<file path="src/rtl/hamming_deserializador.sv">
// hamming_deserializador
// Bit-serial Hamming(15,11) receiver. Frames 15-bit codewords from a serial
// stream (position 1 first), computes the syndrome, flips the addressed bit
// when the syndrome is non-zero and delivers the 11 data bits with status.
//
// Optional feature macro: HAMMING_CONTADOR_EN
//   defined   -> saturating corrected-error counter, cleared by limpa_contador
//   undefined -> contador_erros tied to 0, limpa_contador ignored
//
// Ports:
//   clk             clock, rising edge
//   rst             asynchronous reset, active-high
//   serial_in       received codeword bit
//   serial_valid    serial_in holds a valid bit this cycle
//   sinc            with serial_valid: this bit is position 1 of a new frame
//   limpa_contador  synchronous clear of contador_erros
//   dado_out        corrected 11-bit data word (held until next delivery)
//   dado_valido     one-cycle pulse per delivered frame
//   erro_corrigido  delivered word had a non-zero syndrome
//   sindrome        syndrome of the delivered word
//   contador_erros  saturating count of corrected deliveries
module hamming_deserializador #(
    parameter int unsigned CNT_W = 8
) (
    input  logic             clk,
    input  logic             rst,
    input  logic             serial_in,
    input  logic             serial_valid,
    input  logic             sinc,
    input  logic             limpa_contador,
    output logic [10:0]      dado_out,
    output logic             dado_valido,
    output logic             erro_corrigido,
    output logic [3:0]       sindrome,
    output logic [CNT_W-1:0] contador_erros
);

    typedef enum logic [0:0] {StOcioso, StRecebe} state_t;

    state_t      state_q;
    logic [3:0]  cnt_q;
    // Positions 1..14; position 15 is taken straight from serial_in.
    logic [13:0] sr_q;

    logic [14:0] frame;
    logic [14:0] corrected;
    logic [3:0]  synd;
    logic [10:0] data;
    logic        frame_done;

    always_comb begin
        frame = {serial_in, sr_q};
        synd  = '0;
        for (int k = 0; k < 15; k++) begin
            if (frame[k]) synd = synd ^ 4'(k + 1);
        end
        corrected = frame;
        if (synd != 4'd0) corrected[synd - 4'd1] = ~corrected[synd - 4'd1];
        // Data positions 3,5,6,7,9..15 -> d0..d10
        data = {corrected[14:8], corrected[6:4], corrected[2]};
    end

    // Position 15 being accepted this cycle; sinc overrides it (resync).
    assign frame_done = serial_valid && !sinc && (state_q == StRecebe) && (cnt_q == 4'd14);

    always_ff @(posedge clk or posedge rst) begin
        if (rst) begin
            state_q        <= StOcioso;
            cnt_q          <= '0;
            sr_q           <= '0;
            dado_out       <= '0;
            dado_valido    <= 1'b0;
            erro_corrigido <= 1'b0;
            sindrome       <= '0;
        end else begin
            dado_valido <= 1'b0;
            if (serial_valid) begin
                if (sinc) begin
                    // Start of a frame; any partial frame is dropped silently.
                    sr_q[0] <= serial_in;
                    cnt_q   <= 4'd1;
                    state_q <= StRecebe;
                end else if (state_q == StRecebe) begin
                    if (frame_done) begin
                        dado_out       <= data;
                        sindrome       <= synd;
                        erro_corrigido <= (synd != 4'd0);
                        dado_valido    <= 1'b1;
                        cnt_q          <= '0;
                    end else begin
                        sr_q[cnt_q] <= serial_in;
                        cnt_q       <= cnt_q + 4'd1;
                    end
                end
            end
        end
    end

`ifdef HAMMING_CONTADOR_EN
    logic [CNT_W-1:0] cnt_err_q;

    always_ff @(posedge clk or posedge rst) begin
        if (rst) begin
            cnt_err_q <= '0;
        end else if (limpa_contador) begin
            cnt_err_q <= '0;
        end else if (frame_done && (synd != 4'd0) && !(&cnt_err_q)) begin
            cnt_err_q <= cnt_err_q + 1'b1;
        end
    end

    assign contador_erros = cnt_err_q;
`else
    logic unused_limpa;
    assign unused_limpa   = limpa_contador;
    assign contador_erros = '0;
`endif

endmodule

</file>
<file path="config.mk">
export PLATFORM = sky130hd
export DESIGN_NAME = hamming_deserializador
export DESIGN_NICKNAME = d
export VERILOG_FILES = /design/src/rtl/hamming_deserializador.sv
export SDC_FILE = /design/constraint.sdc
export NUM_CORES = 1
export LEC_CHECK = 0
export CAP_MARGIN = 0
export CORE_MARGIN = 1.5
export CORE_UTILIZATION = 55
export DETAILED_ROUTE_END_ITERATION = 6
export HOLD_SLACK_MARGIN = 0.03
export PLACE_DENSITY = 0.79
export SKIP_CTS_REPAIR_TIMING = 1
export SYNTH_ARGS = -nofsm -noshare
export SYNTH_HDL_FRONTEND = slang
export SYNTH_SLANG_ARGS = --single-unit
</file>
<file path="constraint.sdc">
create_clock -name clk -period 4.8 [get_ports clk]
set_input_delay 0.72 -clock clk [delete_from_list [all_inputs] [get_ports clk]]
set_output_delay 0.72 -clock clk [all_outputs]
set_load 0.03 [all_outputs]
</file>
==> impl_metrics.toml, run 1 <==
[clocking]
cts_root_buf = "clkbuf_8"
cts_buffers = 5
cts_tree = "done"
cts_num_sinks = 36
path_clk_slew_ps = 70
clk_latency_ps = 300
htreeDepth = 2
clock_path_buffers = 2

[cells_and_area]
design_area_um2 = 2844
seqCellArea_um2 = 900.9
layout.nets = 287
multi_input_area_um2 = 1508
antenna_cells = 0
syn_to_final_growth_pct = 13.48
final_layout_size_suffix_gt1_frac = 0.1600
n_fill_cell = 361

[grt]
overflow = 0
grt_usage = 0.2111
grt_pass1_wl_um = 8252
use_met1 = 0.2784
grt_max_degree = 37
grt_antenna_before_repair = 0
met3_usage = 0.05051
first_global_vias = 1721
grt_use_met2 = 0.3428
gr-max-usage-layer = "met2"

[sta]
worstMarginPinSlew_ps = 1080
final_hold_viol_count = 0
finalCriticalPeriod_ps = 3970
tns_ps = 0
skew_ps = 9.093
drv_slew = 0
setup_violations = 0
max_freq_mhz = 251.9
rsz0062_at_grt = "no"
fin_ws_ps = 830.1
timing.final.crit_share = 0.8271
max_slew_margin = 0.2755

[die]
die-area_um2 = 4970
die_h_um = 70.50
io_pins = 31
die_w_um = 70.50
rows = 24
core_um2 = 4384
initial_core_util = 0.5716

[synthesis]
synth-async-reset-ratio = 1.000
synth.area.top_cells = "dfrtp_1 (36%), mux2_2 (7.2%), nand2_1 (5.4%)"
ys_types = 48
synth-compound-area-share = 0.1118
ys.warnings.count = 0
synth_xor_area_frac = 0.1293
seq_area_frac_synth = 0.3595
netlist_instances = 253
synth_top_cell_area_share = 0.3595
synth-edff-count = 0
ys.flop_type = "dfrtp_1"
yosysTopAreaCell = "dfrtp_1"
ys_ff_latch = 36
synth_fa_ha_area_frac = 0.03495
synth_top_family_by_area = "simple AND/OR/NAND/NOR gates"
syn_avg_cell_area_um2 = 9.906
muxShareOfSynthArea = 0.1393
synth-simple-area-share = 0.1742
netlist_area_um2 = 2506

[setup_path]
arrival_ps = 4160
worstSetupStartpointType = "input pin"
crit_type = "input pin to flop"
critPathMaxFanout = 6
endpoint_kind = "flop"
required_ps = 4990

[placed_design]
globalplace.congestion = 0.9307
pre_cts_slack_ps = 563.5
io_buffers = 21
dpl-instance-area_um2 = 2733
dp_hpwl_um = 3695

[routing]
totalWireLength_um = 5018
wire_per_inst_um = 15.35
drcViolationCount = 0
via_per_inst = 5.878
firstDrtPassIters = 4
drtIter0Drc = 167
final_antenna_net_count = 0
vias = 1922

[run]
max-cap-violations = 0

[hold_path]
hp-class = "flop to flop"

[outcome]
outcome = "finished clean"
-- per-layer routing --
layer | vias up | wire, um
li1 | 929 | -
met5 | - | 0
met3 | 15 | 201
met2 | 49 | 2459
met1 | 929 | 2240
met4 | 0 | 116
-- critical path, stage by stage --
cell             delay, ps
clkdlybuf4s50_1        510
xnor2_4                380
xor2_4                 320
inv_1                  140
ha_1                   380
mux4_2                 300
nor4_1                  60
nor4_1                 550
nand3_1                170
and4_1                 250
a22o_1                 200
a31o_1                 180
-- per-stage QoR --
step	util	std cells	hold WS, ps
global route	0.6487	327	509.8
detailed placement	0.6233	319	470.2
global placement	0.6233	319	462.6
floorplan	-	260	498.4
finish	0.6487	327	476.9
CTS	0.6487	327	485.4
-- synth_stat cells, drive strengths merged (2+ instances only) --
library cell	count
o211ai	5
o21ai	7
and3	2
nor4	12
ha	7
xnor2	16
nand4	2
o31ai	3
dfrtp	36
a21oi	9
mux2	17
nand3	13
a31oi	3
a22o	4
o22ai	3
mux2i	7
nand2	36
clkbuf	8
buf	9
inv	7
mux4	3
nor2	21
nand2b	2
xor2	8
-- cell usage in the layout (no fill, tap or decap), drive strengths merged, types with 3 or more instances in the layout --
cell           instances
ha                     7
mux4                   3
a31oi                  3
o211ai                 5
xor2                   8
mux2i                  7
clkdlybuf4s50         21
nor2                  21
dfrtp                 36
clkbuf                 5
a21oi                  9
a22o                   4
o31ai                  3
nand3                 13
mux2                  17
o21ai                  7
o22ai                  3
xnor2                 16
inv                    7
nor4                  12
buf                    3
conb                   8
nand2                 36
-- final cells by class --
| type | count | area share |
|---|---|---|
| clock inverter | 3 | 0.01496 |
| timing repair buffer | 24 | 0.08183 |
| tap | 52 | 0.02288 |
| sequential | 36 | 0.3168 |
| inverter | 7 | 0.009239 |
| clock buffer | 5 | 0.02420 |
| multi-input combinational | 200 | 0.5301 |
-- worst paths after layout --
kind / startpoint / slack, ps / end / cells after the start
min reg2reg: sindrome[2] / 480 / sindrome[2] / 2
max: serial_in / 830 / dado_out[6] / 12
min in group asynchronous: rst / 840 / sr_q[13] / 3
max reg2reg: sr_q[10] / 940 / dado_out[6] / 12
min: sindrome[2] / 480 / sindrome[2] / 2
max in group asynchronous: rst / 3640 / erro_corrigido / 3
-- cell families (layout without fill, tap and decap cells) --
| kind of cell | after synthesis | after routing |
|---|---|---|
| compound gates | 41 | 41 |
| xor+xnor | 25 | 25 |
| fa+ha+maj | 7 | 7 |
| buf+inv | 24 | 39 |
| flops | 36 | 36 |
| mux | 27 | 27 |
| other cells | 1 | 8 |
| simple gates | 92 | 92 |
-- registers in the layout (all words and copies together) (netlist names) --
register / cells
erro_corrigido: 1
cnt_q: 4
dado_out: 11
state_q: 1
sr_q: 14
dado_valido: 1
sindrome: 4
Power of run 1 is not shown: default switching activity piles up to over one toggle a cycle in this logic, so the estimate is an artifact.
==> run 2: changes to the inputs <==
--- a/config.mk
+++ b/config.mk
@@ -7,10 +7,10 @@
 export LEC_CHECK = 0
 export CAP_MARGIN = 0
 export CORE_MARGIN = 1.5
-export CORE_UTILIZATION = 55
+export CORE_UTILIZATION = 50
 export DETAILED_ROUTE_END_ITERATION = 6
 export HOLD_SLACK_MARGIN = 0.03
-export PLACE_DENSITY = 0.79
+export PLACE_DENSITY = 0.76
 export SKIP_CTS_REPAIR_TIMING = 1
 export SYNTH_ARGS = -nofsm -noshare
 export SYNTH_HDL_FRONTEND = slang
==> constraint.sdc (replaced) <==
create_clock -name clk -period 3.3 [get_ports clk]
set_input_delay 0.495 -clock clk [delete_from_list [all_inputs] [get_ports clk]]
set_output_delay 0.495 -clock clk [all_outputs]
set_load 0.03 [all_outputs]
==> impl_metrics.toml, run 2 (synthesis results as in run 1) <==
[cells_and_area]
layout.nets = 313
n_fill_cell = 399
syn_to_final_growth_pct = 23.86
regMostFlops = "sr_q"
antenna_cells = 0
layout_common_cells = "nand2_1 (36), dfrtp_1 (35), buf_4 (29)"
largest_register_ff_count = 14
layout_commonest_cell = "nand2_1"
final_layout_size_suffix_gt1_frac = 0.2691
reg.largest.list = "sr_q x14, dado_out x11"
multi_input_area_um2 = 1553
seqCellArea_um2 = 902.1

[grt]
grt_pass1_wl_um = 9370
first_global_vias = 1915
overflow = 0
grt_antenna_before_repair = 0
grt_max_degree = 23
grt_usage = 0.2338

[clocking]
cts_num_sinks = 36
cts_root_buf = "clkbuf_8"
cts_tree = "done"
path_clk_slew_ps = 80
clock_path_buffers = 2
htreeDepth = 2
clk_latency_ps = 300
cts_buffers = 5

[placed_design]
io_buffers = 21
dp_hpwl_um = 4325
pre_cts_slack_ps = -269.9
globalplace.congestion = 0.9062

[routing]
firstDrtPassIters = 4
drcViolationCount = 0
via_per_inst = 5.340
vias = 1965
final_antenna_net_count = 0
wire_per_inst_um = 14.90
totalWireLength_um = 5484
drtIter0Drc = 112

[setup_path]
path_cells = "xor2_2 > xnor3_2 > xor2_4 > inv_2 > ha_4 > mux4_2 > mux2i_1 > a22o_1 > or3_4 > and4_4 > a22o_1 > a31o_1"
worstSetupStartpointType = "flop"
endpoint_kind = "flop"
critPathMaxFanout = 5
arrival_ps = 3430
crit_type = "flop to flop"
crit_slowest_cell = "dfrtp_2"
reg2reg_slack_ps = 60
critical_path.max_stage_delay_ps = 470
required_ps = 3490
critPathMostFrequentCell = "a22o_1"

[hold_path]
hp-class = "flop to flop"

[sta]
finalCriticalPeriod_ps = 3240
rsz0062_at_grt = "yes"
final_hold_viol_count = 0
drv_slew = 0
finalHoldWorstSlack_ps = 486.3
max_freq_mhz = 308.6
worstMarginPinSlew_ps = 792.5
setup_violations = 0
fin_ws_ps = 59.88
timing.final.crit_share = 0.9819
skew_ps = 9.294
max_slew_margin = 0.4711

[outcome]
outcome = "finished clean"

[die]
io_pins = 31
die_w_um = 73.80
die_h_um = 73.80
rows = 25
core_um2 = 4786
initial_core_util = 0.5237
die-area_um2 = 5446

[run]
max-cap-violations = 0
-- run 2: layer usage --
metal,GRT usage,vias up,share of wire
li1,-,985,-
met1,0.2891,922,0.45
met2,0.3864,49,0.49
met3,0.06173,9,0.039
met4,0.09465,0,0.021
met5,0,-,0
-- run 2: area by class of cell --
| class | instances | area share |
|---|---|---|
| multi-input cells | 200 | 0.5002 |
| flip-flops and latches | 36 | 0.2906 |
| repair buffers | 50 | 0.1378 |
| well taps | 67 | 0.02701 |
| clock buffers | 5 | 0.02217 |
| clock inverters | 3 | 0.01370 |
| inverters | 7 | 0.008464 |
-- run 2: worst max-delay path, delay by kind of cell (launching register included) --
kind,cells,cell delay (ps)
XOR/XNOR,3,800
AO/OA/AOI/OAI,3,630
AND/OR/NAND/NOR,2,560
flip-flops,1,470
multiplexers,2,340
adder cells (fa/ha/maj),1,260
buffers and inverters,1,70
-- run 2: final timing paths --
check                       startpoint        endpoint  cells past startpoint
min in group asynchronous          rst        cnt_q[3]                      2
max in group asynchronous          rst  erro_corrigido                      3
min reg2reg                sindrome[1]     sindrome[1]                      2
max                           sr_q[10]     dado_out[6]                     12
max reg2reg                   sr_q[10]     dado_out[6]                     12
min                        sindrome[1]     sindrome[1]                      2
-- run 2: stage by stage --
stage	cells	cell area, um^2	util	TNS [ps]
final	368	3104	0.6486	0
after global routing	368	3104	0.6486	-72.13
after CTS	366	3063	0.6400	-21.86
after detailed placement	358	2952	0.6167	-987.8
after global placement	358	2952	0.6167	-806.9
after floorplan	260	2552	-	0
Power of run 2 is left out for the same reason.
==> run 3: changes to the inputs <==
--- a/config.mk
+++ b/config.mk
@@ -5,9 +5,9 @@
 export SDC_FILE = /design/constraint.sdc
 export NUM_CORES = 1
 export LEC_CHECK = 0
-export CAP_MARGIN = 0
 export CORE_MARGIN = 1.5
 export CORE_UTILIZATION = 50
+export CTS_CLUSTER_SIZE = 10
 export DETAILED_ROUTE_END_ITERATION = 6
 export HOLD_SLACK_MARGIN = 0.03
 export PLACE_DENSITY = 0.76
==> results of run 3 <==
No change in the layout: final DEF, timing and power equal those of run 2.
Power of run 3 is left out for the same reason.
